[config.mk]
export PLATFORM = sky130hd
export DESIGN_NAME = rgb565_packer_flat
export DESIGN_NICKNAME = d
export VERILOG_FILES = /design/src/rtl/video_acc_pkg.sv /design/src/rtl/rgb565_packer_if.sv /design/src/rtl/rgb565_conv.sv /design/src/rtl/rgb565_packer.sv /design/src/flat_wrapper.sv
export SDC_FILE = /design/constraint.sdc
export NUM_CORES = 1
export LEC_CHECK = 0
export ABC_AREA = 1
export CELL_PAD_IN_SITES_DETAIL_PLACEMENT = 1
export CELL_PAD_IN_SITES_GLOBAL_PLACEMENT = 1
export CORE_MARGIN = 2
export CORE_UTILIZATION = 36
export DETAILED_ROUTE_END_ITERATION = 8
export GPL_ROUTABILITY_DRIVEN = 0
export PLACE_DENSITY = 0.89
export SLEW_MARGIN = 10
export SYNTH_ARGS = -nofsm -noshare
export SYNTH_HDL_FRONTEND = slang
export SYNTH_HIERARCHICAL = 1
export SYNTH_SLANG_ARGS = --single-unit
[constraint.sdc]
create_clock -name aclk -period 1.65 [get_ports aclk]
set_input_delay 0.495 -clock aclk [delete_from_list [all_inputs] [get_ports aclk]]
set_output_delay 0.495 -clock aclk [all_outputs]
set_load 0.01 [all_outputs]
[src/rtl/video_acc_pkg.sv]
// Shared video-accelerator types, lane counts and the RGBX8888 -> RGB565 conversion.
// Build option: RGB565_ROUND_EN selects round-to-nearest with saturation instead of truncation.
package video_acc_pkg;

    localparam int unsigned PIX_PER_IN_BEAT   = 2;
    localparam int unsigned PIX_PER_OUT_BEAT  = 4;
    localparam int unsigned STREAM_ID_WIDTH   = 4;
    localparam int unsigned STREAM_USER_WIDTH = 1;

    // Red lives in the least significant byte of each 32-bit pixel
    typedef struct packed {
        logic [7:0] x;
        logic [7:0] b;
        logic [7:0] g;
        logic [7:0] r;
    } rgbx8888_t;

    typedef struct packed {
        logic [4:0] r5;
        logic [5:0] g6;
        logic [4:0] b5;
    } rgb565_t;

    typedef enum logic {
        EMPTY = 1'b0,
        HALF  = 1'b1
    } pack_state_t;

    function automatic rgb565_t rgbx_to_565(input rgbx8888_t p);
        rgb565_t o;
`ifdef RGB565_ROUND_EN
        logic [8:0] sr;
        logic [8:0] sg;
        logic [8:0] sb;
        sr   = 9'(p.r) + 9'd4;
        sg   = 9'(p.g) + 9'd2;
        sb   = 9'(p.b) + 9'd4;
        // Bit 8 set means the rounded value overflows the narrow field
        o.r5 = sr[8] ? 5'd31 : 5'(sr >> 3);
        o.g6 = sg[8] ? 6'd63 : 6'(sg >> 2);
        o.b5 = sb[8] ? 5'd31 : 5'(sb >> 3);
`else
        o.r5 = p.r[7:3];
        o.g6 = p.g[7:2];
        o.b5 = p.b[7:3];
`endif
        return o;
    endfunction

endpackage

[src/rtl/rgb565_packer_if.sv]
// Stream channel carrying data, byte qualifiers and side-band routing fields.
interface nasti_stream_channel
    import video_acc_pkg::*;
#(
    parameter int unsigned DATA_WIDTH = 64,
    parameter int unsigned DEST_WIDTH = 3,
    parameter int unsigned ID_WIDTH   = STREAM_ID_WIDTH,
    parameter int unsigned USER_WIDTH = STREAM_USER_WIDTH
);
    logic                    t_valid;
    logic                    t_ready;
    logic [DATA_WIDTH-1:0]   t_data;
    logic [DATA_WIDTH/8-1:0] t_keep;
    logic [DATA_WIDTH/8-1:0] t_strb;
    logic                    t_last;
    logic [DEST_WIDTH-1:0]   t_dest;
    logic [ID_WIDTH-1:0]     t_id;
    logic [USER_WIDTH-1:0]   t_user;

    modport master (
        output t_valid, t_data, t_keep, t_strb, t_last, t_dest, t_id, t_user,
        input  t_ready
    );

    modport slave (
        input  t_valid, t_data, t_keep, t_strb, t_last, t_dest, t_id, t_user,
        output t_ready
    );
endinterface

[src/rtl/rgb565_conv.sv]
// Combinational single-pixel RGBX8888 -> RGB565 converter lane.
module rgb565_conv
    import video_acc_pkg::*;
(
    input  rgbx8888_t pix,
    output rgb565_t   px_c
);
    logic unused_alpha;

    assign px_c         = rgbx_to_565(pix);
    assign unused_alpha = ^pix.x;
endmodule

[src/rtl/rgb565_packer.sv]
// Packs pairs of RGBX8888 beats into one RGB565 beat of four pixels; odd tails emit a half beat.
// Build option: RGB565_ROUND_EN (see video_acc_pkg) changes only the pixel conversion.
module rgb565_packer
    import video_acc_pkg::*;
#(
    parameter int unsigned DEST_WIDTH = 3,
    parameter int unsigned DATA_WIDTH = 64
)(
    input  logic                aclk,
    input  logic                aresetn,
    nasti_stream_channel.slave  src,
    nasti_stream_channel.master dst
);
    localparam int unsigned HALF_WIDTH = DATA_WIDTH / 2;

    if (DATA_WIDTH != 64) begin : g_bad_width
        $error("rgb565_packer supports only DATA_WIDTH = 64");
    end

    pack_state_t                            state_q;
    pack_state_t                            state_d;
    logic                                   accept;
    logic [PIX_PER_IN_BEAT-1:0][15:0]       pix565;
    logic [HALF_WIDTH-1:0]                  packed_c;

    logic [HALF_WIDTH-1:0]                  acc_data;
    logic [DEST_WIDTH-1:0]                  acc_dest;
    logic [STREAM_ID_WIDTH-1:0]             acc_id;
    logic [STREAM_USER_WIDTH-1:0]           acc_user;

    logic                                   load_acc;
    logic                                   load_out;
    logic [DATA_WIDTH-1:0]                  nxt_data;
    logic [DATA_WIDTH/8-1:0]                nxt_keep;
    logic                                   nxt_last;
    logic [DEST_WIDTH-1:0]                  nxt_dest;
    logic [STREAM_ID_WIDTH-1:0]             nxt_id;
    logic [STREAM_USER_WIDTH-1:0]           nxt_user;
    logic                                   unused_qual;

    for (genvar p = 0; p < PIX_PER_IN_BEAT; p++) begin : g_lane
        rgb565_conv u_conv (
            .pix  (src.t_data[32*p +: 32]),
            .px_c (pix565[p])
        );
    end

    assign packed_c    = pix565;
    assign src.t_ready = !dst.t_valid || dst.t_ready;
    assign accept      = src.t_valid && src.t_ready;
    assign unused_qual = ^{src.t_keep, src.t_strb};

    always_ff @(posedge aclk or negedge aresetn) begin
        if (!aresetn) state_q <= EMPTY;
        else          state_q <= state_d;
    end

    // Next state plus what to load into the accumulator / output register
    always_comb begin
        state_d  = state_q;
        load_acc = 1'b0;
        load_out = 1'b0;
        nxt_data = '0;
        nxt_keep = '0;
        nxt_last = 1'b0;
        nxt_dest = src.t_dest;
        nxt_id   = src.t_id;
        nxt_user = src.t_user;
        if (accept) begin
            case (state_q)
                EMPTY: begin
                    if (src.t_last) begin
                        load_out = 1'b1;
                        nxt_data = {HALF_WIDTH'(0), packed_c};
                        nxt_keep = 8'h0F;
                        nxt_last = 1'b1;
                    end else begin
                        load_acc = 1'b1;
                        state_d  = HALF;
                    end
                end
                HALF: begin
                    load_out = 1'b1;
                    nxt_data = {packed_c, acc_data};
                    nxt_keep = 8'hFF;
                    nxt_last = src.t_last;
                    nxt_dest = acc_dest;
                    nxt_id   = acc_id;
                    nxt_user = acc_user;
                    state_d  = EMPTY;
                end
                default: state_d = EMPTY;
            endcase
        end
    end

    always_ff @(posedge aclk or negedge aresetn) begin
        if (!aresetn) begin
            acc_data <= '0;
            acc_dest <= '0;
            acc_id   <= '0;
            acc_user <= '0;
        end else if (load_acc) begin
            acc_data <= packed_c;
            acc_dest <= src.t_dest;
            acc_id   <= src.t_id;
            acc_user <= src.t_user;
        end
    end

    // Single output stage; reloads in the same cycle it drains
    always_ff @(posedge aclk or negedge aresetn) begin
        if (!aresetn) begin
            dst.t_valid <= 1'b0;
            dst.t_data  <= '0;
            dst.t_keep  <= '0;
            dst.t_strb  <= '0;
            dst.t_last  <= 1'b0;
            dst.t_dest  <= '0;
            dst.t_id    <= '0;
            dst.t_user  <= '0;
        end else if (load_out) begin
            dst.t_valid <= 1'b1;
            dst.t_data  <= nxt_data;
            dst.t_keep  <= nxt_keep;
            dst.t_strb  <= nxt_keep;
            dst.t_last  <= nxt_last;
            dst.t_dest  <= nxt_dest;
            dst.t_id    <= nxt_id;
            dst.t_user  <= nxt_user;
        end else if (dst.t_ready) begin
            dst.t_valid <= 1'b0;
        end
    end
endmodule

[src/flat_wrapper.sv]
// flat-port wrapper written by rule: the top's interface ports become plain ports
module rgb565_packer_flat import video_acc_pkg::*;
#(
    parameter int unsigned DEST_WIDTH = 3,
    parameter int unsigned DATA_WIDTH = 64
)
  (aclk, aresetn, src_t_valid, src_t_data, src_t_keep, src_t_strb, src_t_last, src_t_dest, src_t_id, src_t_user, src_t_ready, dst_t_valid, dst_t_data, dst_t_keep, dst_t_strb, dst_t_last, dst_t_dest, dst_t_id, dst_t_user, dst_t_ready);
  nasti_stream_channel #(.DATA_WIDTH(DATA_WIDTH), .DEST_WIDTH(DEST_WIDTH)) src_i ();
  nasti_stream_channel #(.DATA_WIDTH(DATA_WIDTH), .DEST_WIDTH(DEST_WIDTH)) dst_i ();
  input  logic aclk;
  input  logic aresetn;
  input wire logic [$bits(src_i.t_valid)-1:0] src_t_valid;
  input wire logic [$bits(src_i.t_data)-1:0] src_t_data;
  input wire logic [$bits(src_i.t_keep)-1:0] src_t_keep;
  input wire logic [$bits(src_i.t_strb)-1:0] src_t_strb;
  input wire logic [$bits(src_i.t_last)-1:0] src_t_last;
  input wire logic [$bits(src_i.t_dest)-1:0] src_t_dest;
  input wire logic [$bits(src_i.t_id)-1:0] src_t_id;
  input wire logic [$bits(src_i.t_user)-1:0] src_t_user;
  output wire logic [$bits(src_i.t_ready)-1:0] src_t_ready;
  output wire logic [$bits(dst_i.t_valid)-1:0] dst_t_valid;
  output wire logic [$bits(dst_i.t_data)-1:0] dst_t_data;
  output wire logic [$bits(dst_i.t_keep)-1:0] dst_t_keep;
  output wire logic [$bits(dst_i.t_strb)-1:0] dst_t_strb;
  output wire logic [$bits(dst_i.t_last)-1:0] dst_t_last;
  output wire logic [$bits(dst_i.t_dest)-1:0] dst_t_dest;
  output wire logic [$bits(dst_i.t_id)-1:0] dst_t_id;
  output wire logic [$bits(dst_i.t_user)-1:0] dst_t_user;
  input wire logic [$bits(dst_i.t_ready)-1:0] dst_t_ready;
  assign src_i.t_valid = src_t_valid;
  assign src_i.t_data = src_t_data;
  assign src_i.t_keep = src_t_keep;
  assign src_i.t_strb = src_t_strb;
  assign src_i.t_last = src_t_last;
  assign src_i.t_dest = src_t_dest;
  assign src_i.t_id = src_t_id;
  assign src_i.t_user = src_t_user;
  assign src_t_ready = src_i.t_ready;
  assign dst_t_valid = dst_i.t_valid;
  assign dst_t_data = dst_i.t_data;
  assign dst_t_keep = dst_i.t_keep;
  assign dst_t_strb = dst_i.t_strb;
  assign dst_t_last = dst_i.t_last;
  assign dst_t_dest = dst_i.t_dest;
  assign dst_t_id = dst_i.t_id;
  assign dst_t_user = dst_i.t_user;
  assign dst_i.t_ready = dst_t_ready;
  rgb565_packer #(.DEST_WIDTH(DEST_WIDTH), .DATA_WIDTH(DATA_WIDTH)) u_core (.aclk(aclk), .aresetn(aresetn), .src(src_i), .dst(dst_i));
endmodule
==> out/metrics.cfg <==
[run_status]
status=finished clean

[critical_path]
required_ns=1.15
criticalPathCategory=reg2out
cpPeakStageDelay_ns=0.43
path_buf_inv=2
path_cells=buf_4 -> buf_2
cp_slowest_cell=dfrtp_2
crit_family=flip-flops
start_kind=flop
worstSetupEndpointType=output port
critPathMaxFanout=3
arrival_ns=1.12

[floorplan]
fp.dieArea_um2=16500
ioPinCount=184
start_util_pct=36.8
rows=45
die_y_um=128
core_area_um2=15100
die_x_um=128

[place]
place_inst=944
io_buffers=135
dp_hpwl_um=11000
dpl_cell_area_um2=6880

[yosys]
synth-compound-area-share_pct=0.180
synth_nets=784
ys_types=16
syn_area_um2=5570
synth_seq_area_share_pct=52.6
synth_top_family_by_area=simple AND/OR/NAND/NOR gates
ys_ff_latch=117
synth_mux_area_share_pct=0
synth_cells=691
synthXorXnorAreaFrac_pct=0
synth_area_per_cell_um2=8.06
synthSimpleGateAreaFrac_pct=35.9
ys.warnings.count=6
synthAdderAreaFrac_pct=0

[clocking]
cts_tree=built
cts_sinks=117
cts_root_buffer=clkbuf_16
htree_levels=4
cts_buffer_depth=2
clk_pin_slew_worst_paths_ns=0.05
cts_buffers=17
clk_latency_ns=0.41

[hold_path]
holdCritPathClass=reg2reg

[timing]
slew_violations=0
rsz0062_at_grt=false
hold_viol_final=0
slew_headroom_pct=64.6
min_period_ns=1.62
fmax_ghz=0.619
finalSetupViolCount=0
tightest_slew_ns=0.532
skew_ns=0.00835
fin_crit_sh_pct=97.9

[finish]
final_core_util_pct=48.6
syn2layout_area_growth_pct=32.3
stdcell_count=981
fin_nets=873
drive_gt1_share_pct=11.3
diodes=0
final_area_um2=7370

[power_and_ir_drop]
leakage_nw=4.04
power_density_nw_per_um2=1450
ir_drop_v=0.000745

[grt]
met1_usage_pct=26.0
grt.overflow.total=0
grt_pass1_vias=5353
grt_max_degree=50
grt_usage_pct=21.3
grt_first_pass_wirelength_um=27400
top_usage_layer=met2
use_met3_pct=5.61
use_met2_pct=36.7
antenna_found_initial=0

[route]
wl_per_cell_um=17.0
vias_per_cell=5.06
vias=4960
route.detailed.drc=0
ant_nets=0
firstDrtPassIters=4
drt_iter0_markers=252
wirelength_um=16700

[job]
max_cap_viol_count=0

[metrics by stage]
stage | hold WS (ns) | TNS, ns | worst slack, ns | power, mW
floorplan | 0.199 | 0 | 0.195 | 5.67
global placement | 0.401 | -42.07 | -0.487 | 7.25
detailed placement | 0.408 | -47.94 | -0.490 | 7.40
CTS | 0.467 | -0.844 | -0.221 | 10.8
global route | 0.481 | 0 | 0.00175 | 11.3
finish | 0.464 | 0 | 0.0350 | 10.7
[worst min-delay path, cell delays in order (launching register included)]
cell	delay, ns
dfrtp_1	0.33
nand2_1	0.05
nand2_1	0.05
[path summary, 6_finish.rpt]
check / start / end / depth (start not counted) / slack (ns)
max in group asynchronous: aresetn / u_core/dst.t_data[7] / 3 / 0.63
hold / removal: u_core/dst.t_data[5] / u_core/dst.t_data[5] / 2 / 0.46
setup reg to reg: u_core/dst.t_valid / u_core/acc_id[0] / 6 / 0.19
setup / recovery: u_core/dst.t_strb[6] / dst_t_keep[4] / 2 / 0.03
min in group asynchronous: aresetn / u_core/dst.t_data[2] / 2 / 0.52
hold reg to reg: u_core/dst.t_data[5] / u_core/dst.t_data[5] / 2 / 0.46
[layout by cell type, fill, tap and decap left out]
master	instances
clkinv_2	5
nand4_1	72
dlymetal6s2s_1	1
nor2_4	1
clkinvlp_4	2
nand2_2	2
nand3_1	41
buf_6	7
clkbuf_1	4
o21ai_0	1
clkdlybuf4s50_1	40
nand2_1	351
dfrtp_2	3
buf_2	16
clkbuf_8	1
buf_4	20
nand3_2	1
inv_2	2
dlygate4sd2_1	73
a21oi_4	1
bufinv_16	3
inv_1	3
nand3_4	1
clkbuf_16	17
dfrtp_1	114
buf_12	8
clkdlybuf4s15_1	2
dlygate4sd3_1	1
[cells by family after synthesis]
group | count (synthesis)
and+or+nand+nor | 469
DFF | 117
buffers and inverters | 103
AOI/OAI and AO/OA | 2
[layer usage]
metal / vias up / wire length (um)
met3: 24 / 691
met1: 2466 / 7310
met2: 104 / 8430
li1: 2366 / -
met5: - / 0
met4: 0 / 255
[power breakdown]
part	switching [mW]	internal [mW]
logic	1.67	1.21
clock network	1.29	2.40
registers	0.438	3.66
total	3.40	7.27
[area by class of cell]
type,instances,area [um2]
clock buffer,22,454
clock inverter,10,130
fill,1771,7780
inverter,5,18.8
multi-input combinational,471,2050
sequential,117,2930
tap,188,235
timing repair buffer,168,1550
[sequential cells by signal, indices dropped and copies added (netlist names)]
name	count
u_core/dst.t_data	64
u_core/acc_data	32
u_core/acc_id	4
u_core/dst.t_id	4
u_core/acc_dest	3
u_core/dst.t_dest	3
u_core/dst.t_strb	2
u_core/acc_user	1
u_core/dst.t_last	1
u_core/dst.t_user	1
u_core/dst.t_valid	1
u_core/state_q	1
[cells in the mapped netlist]
cell        n  area (um2)
nand2_1   352        1320
dfrtp_1   117        2930
nand4_1    72         450
buf_4      47         353
nand3_1    42         210
buf_2      24         120
clkbuf_1   14        52.6
buf_1       8        30.0
buf_6       5        56.3
inv_1       4        15.0
a21oi_1     1        5.00
inv_2       1        3.75
nand2_2     1        6.26
nand3_2     1        10.0
nor2_1      1        3.75
o21ai_0     1        5.00
[what timing repair did]
action / CTS / global route
buffers inserted: 5 / 0
pin swaps: 0 / 0
gates resized for setup: 143 / 12
hold buffers: 1 / 0
setup endpoints to repair: 131 / 119
cloned: 0 / 0
hold endpoints to repair: 15 / 0
(Power assumes the default switching activity.)
